--- config.mk ---
export PLATFORM = sky130hd
export DESIGN_NAME = id_stage_hs
export DESIGN_NICKNAME = d
export VERILOG_FILES = /design/src/rtl/mips_pkg.sv /design/src/rtl/inst_field_decode.sv /design/src/rtl/id_stage_hs.sv
export SDC_FILE = /design/constraint.sdc
export NUM_CORES = 1
export LEC_CHECK = 0
export ABC_AREA = 1
export CORE_UTILIZATION = 28
export DETAILED_ROUTE_END_ITERATION = 8
export GPL_TIMING_DRIVEN = 0
export PLACE_DENSITY_LB_ADDON = 0.12
export SYNTH_ARGS = -nofsm -noshare
export SYNTH_HDL_FRONTEND = slang
export SYNTH_SLANG_ARGS = --single-unit
export TNS_END_PERCENT = 20
--- constraint.sdc ---
create_clock -name clk -period 5.3 [get_ports clk]
set_input_delay 0.795 -clock clk [delete_from_list [all_inputs] [get_ports clk]]
set_output_delay 0.795 -clock clk [all_outputs]
set_load 0.1 [all_outputs]
--- src/rtl/mips_pkg.sv ---
// Shared sbmips decode definitions: opcode and funct encodings, the decoded
// bundle carried by the decode stage, and the SPECIAL-funct legality table.
package mips_pkg;

    // Primary opcodes, inst[31:26]
    localparam logic [5:0] OP_SPECIAL = 6'h00;
    localparam logic [5:0] OP_REGIMM  = 6'h01;
    localparam logic [5:0] OP_J       = 6'h02;
    localparam logic [5:0] OP_JAL     = 6'h03;
    localparam logic [5:0] OP_BEQ     = 6'h04;
    localparam logic [5:0] OP_BNE     = 6'h05;
    localparam logic [5:0] OP_BLEZ    = 6'h06;
    localparam logic [5:0] OP_BGTZ    = 6'h07;
    localparam logic [5:0] OP_ADDI    = 6'h08;
    localparam logic [5:0] OP_ADDIU   = 6'h09;
    localparam logic [5:0] OP_SLTI    = 6'h0a;
    localparam logic [5:0] OP_SLTIU   = 6'h0b;
    localparam logic [5:0] OP_ANDI    = 6'h0c;
    localparam logic [5:0] OP_ORI     = 6'h0d;
    localparam logic [5:0] OP_XORI    = 6'h0e;
    localparam logic [5:0] OP_LUI     = 6'h0f;
    localparam logic [5:0] OP_LB      = 6'h20;
    localparam logic [5:0] OP_LH      = 6'h21;
    localparam logic [5:0] OP_LWL     = 6'h22;
    localparam logic [5:0] OP_LW      = 6'h23;
    localparam logic [5:0] OP_LBU     = 6'h24;
    localparam logic [5:0] OP_LHU     = 6'h25;
    localparam logic [5:0] OP_SB      = 6'h28;
    localparam logic [5:0] OP_SH      = 6'h29;
    localparam logic [5:0] OP_SWL     = 6'h2a;
    localparam logic [5:0] OP_SW      = 6'h2b;

    // SPECIAL funct codes, inst[5:0]
    localparam logic [5:0] FN_SLL     = 6'h00;
    localparam logic [5:0] FN_SRL     = 6'h02;
    localparam logic [5:0] FN_SRA     = 6'h03;
    localparam logic [5:0] FN_SLLV    = 6'h04;
    localparam logic [5:0] FN_SRLV    = 6'h06;
    localparam logic [5:0] FN_SRAV    = 6'h07;
    localparam logic [5:0] FN_JR      = 6'h08;
    localparam logic [5:0] FN_JALR    = 6'h09;
    localparam logic [5:0] FN_SYSCALL = 6'h0c;
    localparam logic [5:0] FN_BREAK   = 6'h0d;
    localparam logic [5:0] FN_MFHI    = 6'h10;
    localparam logic [5:0] FN_MTHI    = 6'h11;
    localparam logic [5:0] FN_MFLO    = 6'h12;
    localparam logic [5:0] FN_MTLO    = 6'h13;
    localparam logic [5:0] FN_MULT    = 6'h18;
    localparam logic [5:0] FN_MULTU   = 6'h19;
    localparam logic [5:0] FN_DIV     = 6'h1a;
    localparam logic [5:0] FN_DIVU    = 6'h1b;
    localparam logic [5:0] FN_ADD     = 6'h20;
    localparam logic [5:0] FN_ADDU    = 6'h21;
    localparam logic [5:0] FN_SUB     = 6'h22;
    localparam logic [5:0] FN_SUBU    = 6'h23;
    localparam logic [5:0] FN_AND     = 6'h24;
    localparam logic [5:0] FN_OR      = 6'h25;
    localparam logic [5:0] FN_XOR     = 6'h26;
    localparam logic [5:0] FN_NOR     = 6'h27;
    localparam logic [5:0] FN_SLT     = 6'h2a;
    localparam logic [5:0] FN_SLTU    = 6'h2b;

    // Decoded bundle registered alongside the raw instruction
    typedef struct packed {
        logic [4:0]  wdest;
        logic        we;
        logic [31:0] imm32;
        logic        illegal;
    } dec_bundle_t;

    // True when a SPECIAL funct is implemented by the core
    function automatic logic funct_legal(input logic [5:0] fn);
        logic ok;
        case (fn)
            FN_SLL, FN_SRL, FN_SRA, FN_SLLV, FN_SRLV, FN_SRAV,
            FN_JR, FN_JALR, FN_SYSCALL, FN_BREAK,
            FN_MFHI, FN_MTHI, FN_MFLO, FN_MTLO,
            FN_MULT, FN_MULTU, FN_DIV, FN_DIVU,
            FN_ADD, FN_ADDU, FN_SUB, FN_SUBU,
            FN_AND, FN_OR, FN_XOR, FN_NOR,
            FN_SLT, FN_SLTU: ok = 1'b1;
            default:         ok = 1'b0;
        endcase
        return ok;
    endfunction

endpackage

--- src/rtl/inst_field_decode.sv ---
// Purely combinational decode of one (pc, inst) pair into write-back
// destination/enable, extended immediate, jump target and illegal flag.
module inst_field_decode
    import mips_pkg::*;
#(
    parameter int PC_W           = 30,
    parameter int ZERO_EXT_LOGIC = 1
) (
    input  logic [PC_W-1:0] pc,
    input  logic [31:0]     inst,
    output logic [4:0]      wdest,
    output logic            we,
    output logic [31:0]     imm32,
    output logic            illegal,
    output logic [PC_W-1:0] jtarget
);

    logic [5:0]  op;
    logic [5:0]  fn;
    logic [4:0]  rt_f;
    logic [4:0]  rd_f;
    logic [31:0] sext;
    logic [31:0] zext;
    // The low PC bits are replaced by the 26-bit jump index
    logic [25:0] unused_pc_low;

    assign op            = inst[31:26];
    assign fn            = inst[5:0];
    assign rt_f          = inst[20:16];
    assign rd_f          = inst[15:11];
    assign sext          = {{16{inst[15]}}, inst[15:0]};
    assign zext          = {16'h0000, inst[15:0]};
    assign unused_pc_low = pc[25:0];

    // Jump target keeps the upper PC region and splices in the index
    assign jtarget = {pc[PC_W-1:26], inst[25:0]};

    // Opcode/funct classification; sign extension unless told otherwise
    always_comb begin
        wdest   = 5'd0;
        we      = 1'b0;
        imm32   = sext;
        illegal = 1'b0;
        case (op)
            OP_SPECIAL: begin
                wdest   = rd_f;
                we      = (rd_f != 5'd0);
                if (fn == FN_JR || fn == FN_SYSCALL || fn == FN_BREAK) begin
                    we = 1'b0;
                end
                illegal = !funct_legal(fn);
            end
            OP_REGIMM, OP_BEQ, OP_BNE, OP_BLEZ, OP_BGTZ, OP_J: begin
                we = 1'b0;
            end
            OP_JAL: begin
                wdest = 5'd31;
                we    = 1'b1;
            end
            OP_ADDI, OP_ADDIU, OP_SLTI, OP_SLTIU,
            OP_LB, OP_LH, OP_LWL, OP_LW, OP_LBU, OP_LHU: begin
                wdest = rt_f;
                we    = (rt_f != 5'd0);
            end
            OP_ANDI, OP_ORI, OP_XORI: begin
                wdest = rt_f;
                we    = (rt_f != 5'd0);
                if (ZERO_EXT_LOGIC != 0) begin
                    imm32 = zext;
                end
            end
            OP_LUI: begin
                wdest = rt_f;
                we    = (rt_f != 5'd0);
                imm32 = {inst[15:0], 16'h0000};
            end
            OP_SB, OP_SH, OP_SWL, OP_SW: begin
                we = 1'b0;
            end
            default: begin
                illegal = 1'b1;
            end
        endcase
    end

endmodule

--- src/rtl/id_stage_hs.sv ---
// sbmips instruction-decode stage: one output register plus a one-entry skid
// buffer between fetch and register-read, with synchronous redirect flush.
//
// Handshake: a word moves on any rising edge where valid and ready are both
// high on that interface. in_ready is a pure function of registered state
// (high exactly when the skid is empty) and never looks at out_ready.
// out_valid stays high, with every field stable, until out_ready is seen.
module id_stage_hs
    import mips_pkg::*;
#(
    parameter int          PC_W           = 30,
    parameter int          ZERO_EXT_LOGIC = 1,
    parameter logic [31:0] NOP_WORD       = 32'h0000_0000
) (
    input  logic            clk,
    input  logic            rst,
    input  logic            flush,
    input  logic            in_valid,
    output logic            in_ready,
    input  logic [PC_W-1:0] in_pc,
    input  logic [31:0]     in_inst,
    output logic            out_valid,
    input  logic            out_ready,
    output logic [PC_W-1:0] out_pc,
    output logic [31:0]     out_inst,
    output logic [5:0]      opcode,
    output logic [4:0]      rs,
    output logic [4:0]      rt,
    output logic [4:0]      rd,
    output logic [4:0]      shamt,
    output logic [5:0]      funct,
    output logic [31:0]     imm32,
    output logic [PC_W-1:0] jtarget,
    output logic [4:0]      wdest,
    output logic            we,
    output logic            illegal
);

    // Skid buffer holds the raw word; it is decoded when it moves forward
    logic            skid_valid;
    logic [PC_W-1:0] skid_pc;
    logic [31:0]     skid_inst;

    // Output register contents
    logic [PC_W-1:0] pc_q;
    logic [31:0]     inst_q;
    logic [PC_W-1:0] jt_q;
    dec_bundle_t     dec_q;

    // Decoder path, fed from the skid first so order is preserved
    logic [PC_W-1:0] src_pc;
    logic [31:0]     src_inst;
    logic [4:0]      d_wdest;
    logic            d_we;
    logic [31:0]     d_imm32;
    logic            d_illegal;
    logic [PC_W-1:0] d_jtarget;
    dec_bundle_t     dec_next;

    logic in_xfer;
    logic load;
    logic take;

    assign in_ready = !skid_valid;
    assign in_xfer  = in_valid & in_ready;
    assign load     = !out_valid | out_ready;
    assign take     = skid_valid | in_xfer;

    assign src_pc   = skid_valid ? skid_pc   : in_pc;
    assign src_inst = skid_valid ? skid_inst : in_inst;

    inst_field_decode #(
        .PC_W           (PC_W),
        .ZERO_EXT_LOGIC (ZERO_EXT_LOGIC)
    ) u_decode (
        .pc      (src_pc),
        .inst    (src_inst),
        .wdest   (d_wdest),
        .we      (d_we),
        .imm32   (d_imm32),
        .illegal (d_illegal),
        .jtarget (d_jtarget)
    );

    assign dec_next.wdest   = d_wdest;
    assign dec_next.we      = d_we;
    assign dec_next.imm32   = d_imm32;
    assign dec_next.illegal = d_illegal;

    // Stage registers: flush empties the stage but leaves field data in place
    always_ff @(posedge clk or posedge rst) begin
        if (rst) begin
            out_valid  <= 1'b0;
            skid_valid <= 1'b0;
            skid_pc    <= '0;
            skid_inst  <= '0;
            pc_q       <= '0;
            inst_q     <= '0;
            jt_q       <= '0;
            dec_q      <= '0;
        end else if (flush) begin
            out_valid  <= 1'b0;
            skid_valid <= 1'b0;
        end else if (load) begin
            // Output slot is free: take skid if occupied, else a new input.
            // in_ready is low whenever skid is occupied, so both cannot race.
            out_valid  <= take;
            skid_valid <= 1'b0;
            if (take) begin
                pc_q   <= src_pc;
                inst_q <= src_inst;
                jt_q   <= d_jtarget;
                dec_q  <= dec_next;
            end
        end else if (in_xfer) begin
            // Output is stalled: park the raw word until the slot frees
            skid_valid <= 1'b1;
            skid_pc    <= in_pc;
            skid_inst  <= in_inst;
        end
    end

    assign out_pc   = pc_q;
    assign out_inst = out_valid ? inst_q : NOP_WORD;
    assign opcode   = inst_q[31:26];
    assign rs       = inst_q[25:21];
    assign rt       = inst_q[20:16];
    assign rd       = inst_q[15:11];
    assign shamt    = inst_q[10:6];
    assign funct    = inst_q[5:0];
    assign imm32    = dec_q.imm32;
    assign jtarget  = jt_q;
    assign wdest    = dec_q.wdest;
    assign we       = dec_q.we;
    assign illegal  = dec_q.illegal;

endmodule
Yosys cells after proc, flatten, opt, wreduce, memory -nomap -nowiden. Memory sizes are Yosys's and may differ from the RTL's. Cells that the tools add are included.

Bits in latches: 0. Memories kept: 1. Output and inout bits: 165. Input bits: 67. Memory bits (writable): 0. Register bits after elaboration: 195. ROM bits: 64. Word-level logic and storage cells: 74.

Magnitude comparators: 0. $add $sub $neg: 0. Equal/unequal tests: 28. Multiplexer cells: 14. Divide/modulo/power cells: 0. Bitwise operators: 5. Shifts and indexed selects: 0. Multiply operators: 0. Reduce and logical (&&, ||, !) cells: 15.

Memory list: (name not given) (depth 64, bits a word 1, read ports 1, clocked after memory_dff 0, write ports 0, line mips_pkg.sv:74) `case (fn)`.

Operator list (number): $eq A6 B4 Y1 const B (11); $mux W32 (2); $pmux W32 S2 (1); $eq A6 B6 Y1 const B (10); $mux W30 (1); $reduce_or A25 Y1 (1); $eq A6 B3 Y1 const B (4); $pmux W5 S3 (1); $reduce_or A14 Y1 (1); $eq A6 B2 Y1 const B (2); $reduce_bool A5 Y1 (2); $mux W1 (7); $eq A6 B1 Y1 const B (1); $logic_not A6 Y1 (1); $reduce_and A3 Y1 (2); $logic_not A1 Y1 (3); $pmux W1 S3 (1); $reduce_bool A3 Y1 (1); $reduce_or A3 Y1 (1); $logic_or A1 B1 Y1 (2); $not A1 Y1 (2); $or A1 B1 Y1 (2); $pmux W1 S2 (1); $reduce_bool A2 Y1 (1); $and A1 B1 Y1 (1).

Logic depth before layout (Yosys ltp).
Word-level depth: 6. Mapped depth: 12. Gate-level depth less buffers: 11.

Hierarchy. A second synthesis with hierarchy kept.

Cell total of the unflattened synthesis: 1267. Area total of the unflattened synthesis: 9547.9 sq um.

By module, submodules not included: id_stage_hs (cells each 1117, instances 1, area each 8692.1 sq um, seq. area each 4879.7 sq um); inst_field_decode (cells each 150, instances 1, area each 855.8 sq um, seq. area each 0.0 sq um).

Worst setup path after synthesis. Ideal clock, no wire load.

Kind: register to output. Start point: register out_valid. End point: output out_inst[10]. Path slack: 2.338 ns. Data arrival time: 2.167 ns. Cell stages (with the launch flop): 5. Path buffers: 2. Required time: 4.505 ns. Path through: dfrtp_1 > buf_2 > clkbuf_1 > nand2_1 > inv_1.

Longest elaborated chain between the ends: 1.

Ends and longest elaborated chain: start, declared (line id_stage_hs.sv:22) `output logic out_valid,`; start signal, assigned (line id_stage_hs.sv:107) `out_valid <= take;`; $mux W32 (line id_stage_hs.sv:124) `assign out_inst = out_valid ? inst_q : NOP_WORD;`; end, declared (line id_stage_hs.sv:25) `output logic [31:0] out_inst,`.

Every way passes these cells.

Final worst setup path.
Start point: register skid_valid. End point: output in_ready.

Longest elaborated chain between the ends: 1.

Ends and longest elaborated chain: start, declared (line id_stage_hs.sv:40) `logic skid_valid;`; start signal, assigned (line id_stage_hs.sv:94) `skid_valid <= 1'b0;`; start signal, assigned (line id_stage_hs.sv:103) `skid_valid <= 1'b0;`; start signal, assigned (line id_stage_hs.sv:108) `skid_valid <= 1'b0;`; $logic_not A1 Y1 (line id_stage_hs.sv:64) `assign in_ready = !skid_valid;`; end, declared (line id_stage_hs.sv:19) `output logic in_ready,`.

Every way passes these cells.

==> results.cfg <==
[job]
drv_cap = 0

[power]
power_switching_uw = 2520
p_leak_uw = 0.00552
ir_drop_v = 0.000194
share_comb_of_total_power_pct = 44.7
internal_power_uw = 2750
power_uw = 5270
pwr-share-seq_pct = 31.6
p_sw_share_pct = 47.9
powerDensity_nw_per_um2 = 478
clkPwrFrac_pct = 23.7

[yosys]
synthTopCellsByArea = dfrtp_1 54%, nand2_1 17%, o21ai_0 8.1%, inv_1 5.3%, buf_4 3.5%
ys_types = 27
yosysTopAreaCell = dfrtp_1
synth_flop_cell = dfrtp_1
synth_cells = 955
async_flop_share_pct = 100
netlist_area_um2 = 7680
synth_edf_count = 0
avgSynthCellArea_um2 = 8.04
seq_area_frac_synth_pct = 53.8
synth_seq_cells = 165
syn_nets = 1022
synth_top_area_share_pct = 53.8
yosysWarnings = 0
post-synth-top-count-cell = nand2_1
ys_top_cells_by_count = 338 x nand2_1, 165 x dfrtp_1, 124 x o21ai_0

[floorplanning]
start_util_pct = 28.5
core_um2 = 27000
die_y_um = 168
rows = 60
io_pins = 232
dieArea_um2 = 28100
die_w_um = 168

[critical_path]
r2r-start = out_valid
reg2reg_depth = 9
crit_family = buffers and inverters
cp-end-kind = output pin
worst-path-max-fanout = 10
cp_data_arrival_time_ns = 2.96
worstSetupStartpointType = register
crit_type = register to output pin
r2r_slack_ns = 3.38
worstSetupStartpoint = skid_valid
cp_slowest_cell = clkdlybuf4s50_1
cp_slowest_stage_delay_ns = 1.24
worstPathRequired_ns = 4.51
worst-path-buf-inv = 5
crit_chain = inv_1, buf_6, buf_2, clkbuf_1, clkdlybuf4s50_1
r2r_end = out_pc[29]

[cts]
cts_resized = 0
clock-sinks = 165
h-tree-depth = 4
cts_buffer_depth = 2
path_clk_slew_ns = 0.07
cts_setup_buffers = 0
clk_latency_ns = 0.44
cts_tree = built
cts-root-buf = clkbuf_16
numCtsBuffers = 17
hold_buffers = 0

[layout]
syn_to_final_growth_pct = 43.8
layout-drive-gt1-share_pct = 9.35
fillers = 2788
antenna_cells = 0
final_nets = 1273

[placed_design]
place_hpwl_um = 17300
place_congestion = 0.810
pre_cts_ws_ns = 1.98
io_buffers = 231

[sta]
hold_viol_final = 0
period_minus_slack_ns = 3.76
setup-violations-final = 0
grt_setup_unrepaired = no
maxSlewHeadroom_pct = 30.1
min_period_over_period_pct = 70.9
tightest_slew_ns = 1.05
timing.final.max_slew_violations = 0
tns_ns = 0
skew_ns = 0.0142
fmax_ghz = 0.266
layout_setup_ws_ns = 1.54

[drt]
via_per_inst = 4.39
remaining_drc_errors = 0
drt_iter0_drc = 348
routed_wl_um = 23700
wire_per_inst_um = 15.2
via_count = 6843
ant_nets = 0
first_pass_iters = 5

[global_routing]
antenna_found_initial = 1
gr-total-overflow = 0
grt_pass1_vias = 6558
grt_max_degree = 103
grt.total_usage_pct = 17.4
grt_pass1_wl_um = 37500

[worst_hold_path]
min_to = wdest[1]
hold_class = register to register
holdPathStages = 2
hold_start = wdest[1]

[run_status]
status = complete, no violations
## sequential cells by signal (all words and copies together), names as in the netlist, 5 cells and up
register   cells
skid_pc       30
skid_inst     32
out_pc        30
inst_q        32
wdest          5
imm32         32
## worst reg2reg max path: cells and delay by family, from the launching register on
kind            cells  cell delay (ns)
compound gates      1             0.08
buf+inv             5             1.02
flops               1             0.34
simple gates        3             0.39
## kinds of logic (layout without fill, tap and decap cells)
family / Yosys count / count (layout) / synth area share, %
mux: 7 / 7 / 1.03
flops: 165 / 165 / 53.8
simple gates: 412 / 412 / 21.7
buf+inv: 197 / 461 / 12.0
compound gates: 174 / 174 / 11.5
## power groups by stage
stage | sequential [uW] | clock [uW] | combinational [uW]
global route | 1700 | 1340 | 2460
finish | 1670 | 1250 | 2360
global placement | 1680 | 0 | 2360
CTS | 1670 | 1280 | 2370
detailed placement | 1690 | 0 | 2370
floorplan | 2630 | 0 | 833
## layout by cell type (no fill, tap or decap), types with 4 or more instances in the layout
master,n
clkdlybuf4s50_1,231
dfrtp_1,165
inv_1,108
o21ai_1,44
buf_4,36
o21ai_0,124
inv_6,5
clkbuf_16,17
nand3_1,37
mux2_1,7
inv_2,5
clkbuf_1,20
nand2_1,338
inv_8,4
nor2_1,22
buf_2,22
## metrics by stage
stage / cell area (um2) / utilization [%] / hold WS, ns / std cells
global route: 11000 / 41.0 / 0.499 / 1560
finish: 11000 / 41.0 / 0.483 / 1560
floorplan: 7680 / - / 0.448 / 955
detailed placement: 10500 / 38.8 / 0.469 / 1528
global placement: 10400 / 38.6 / 0.461 / 1527
CTS: 11000 / 41.0 / 0.488 / 1560
## metal layers
metal  wire, um  track usage (%)
met1      11300             23.6
met2      10700             27.2
met3       1540             4.59
met4        203             5.03
met5         13                0
## area by class of cell
type | instances | area [um2] | area share, %
Sequential cell | 165 | 4130 | 37.4
Tap cell | 341 | 427 | 3.87
Buffer | 83 | 497 | 4.50
Clock buffer | 19 | 453 | 4.10
Multi-Input combinational cell | 593 | 2620 | 23.8
Clock inverter | 13 | 134 | 1.21
Timing Repair Buffer | 232 | 2340 | 21.2
Inverter | 114 | 435 | 3.95
## worst max path at each step
stage / endpoint / slack [ns] / cells past startpoint
global placement: illegal / -2.73 / 2
CTS: in_ready / 1.52 / 5
global route: in_ready / 1.44 / 5
detailed placement: in_ready / 1.98 / 5
finish: in_ready / 1.54 / 5
floorplan: illegal / 0.04 / 1
Power figures use the tool's default switching activity.
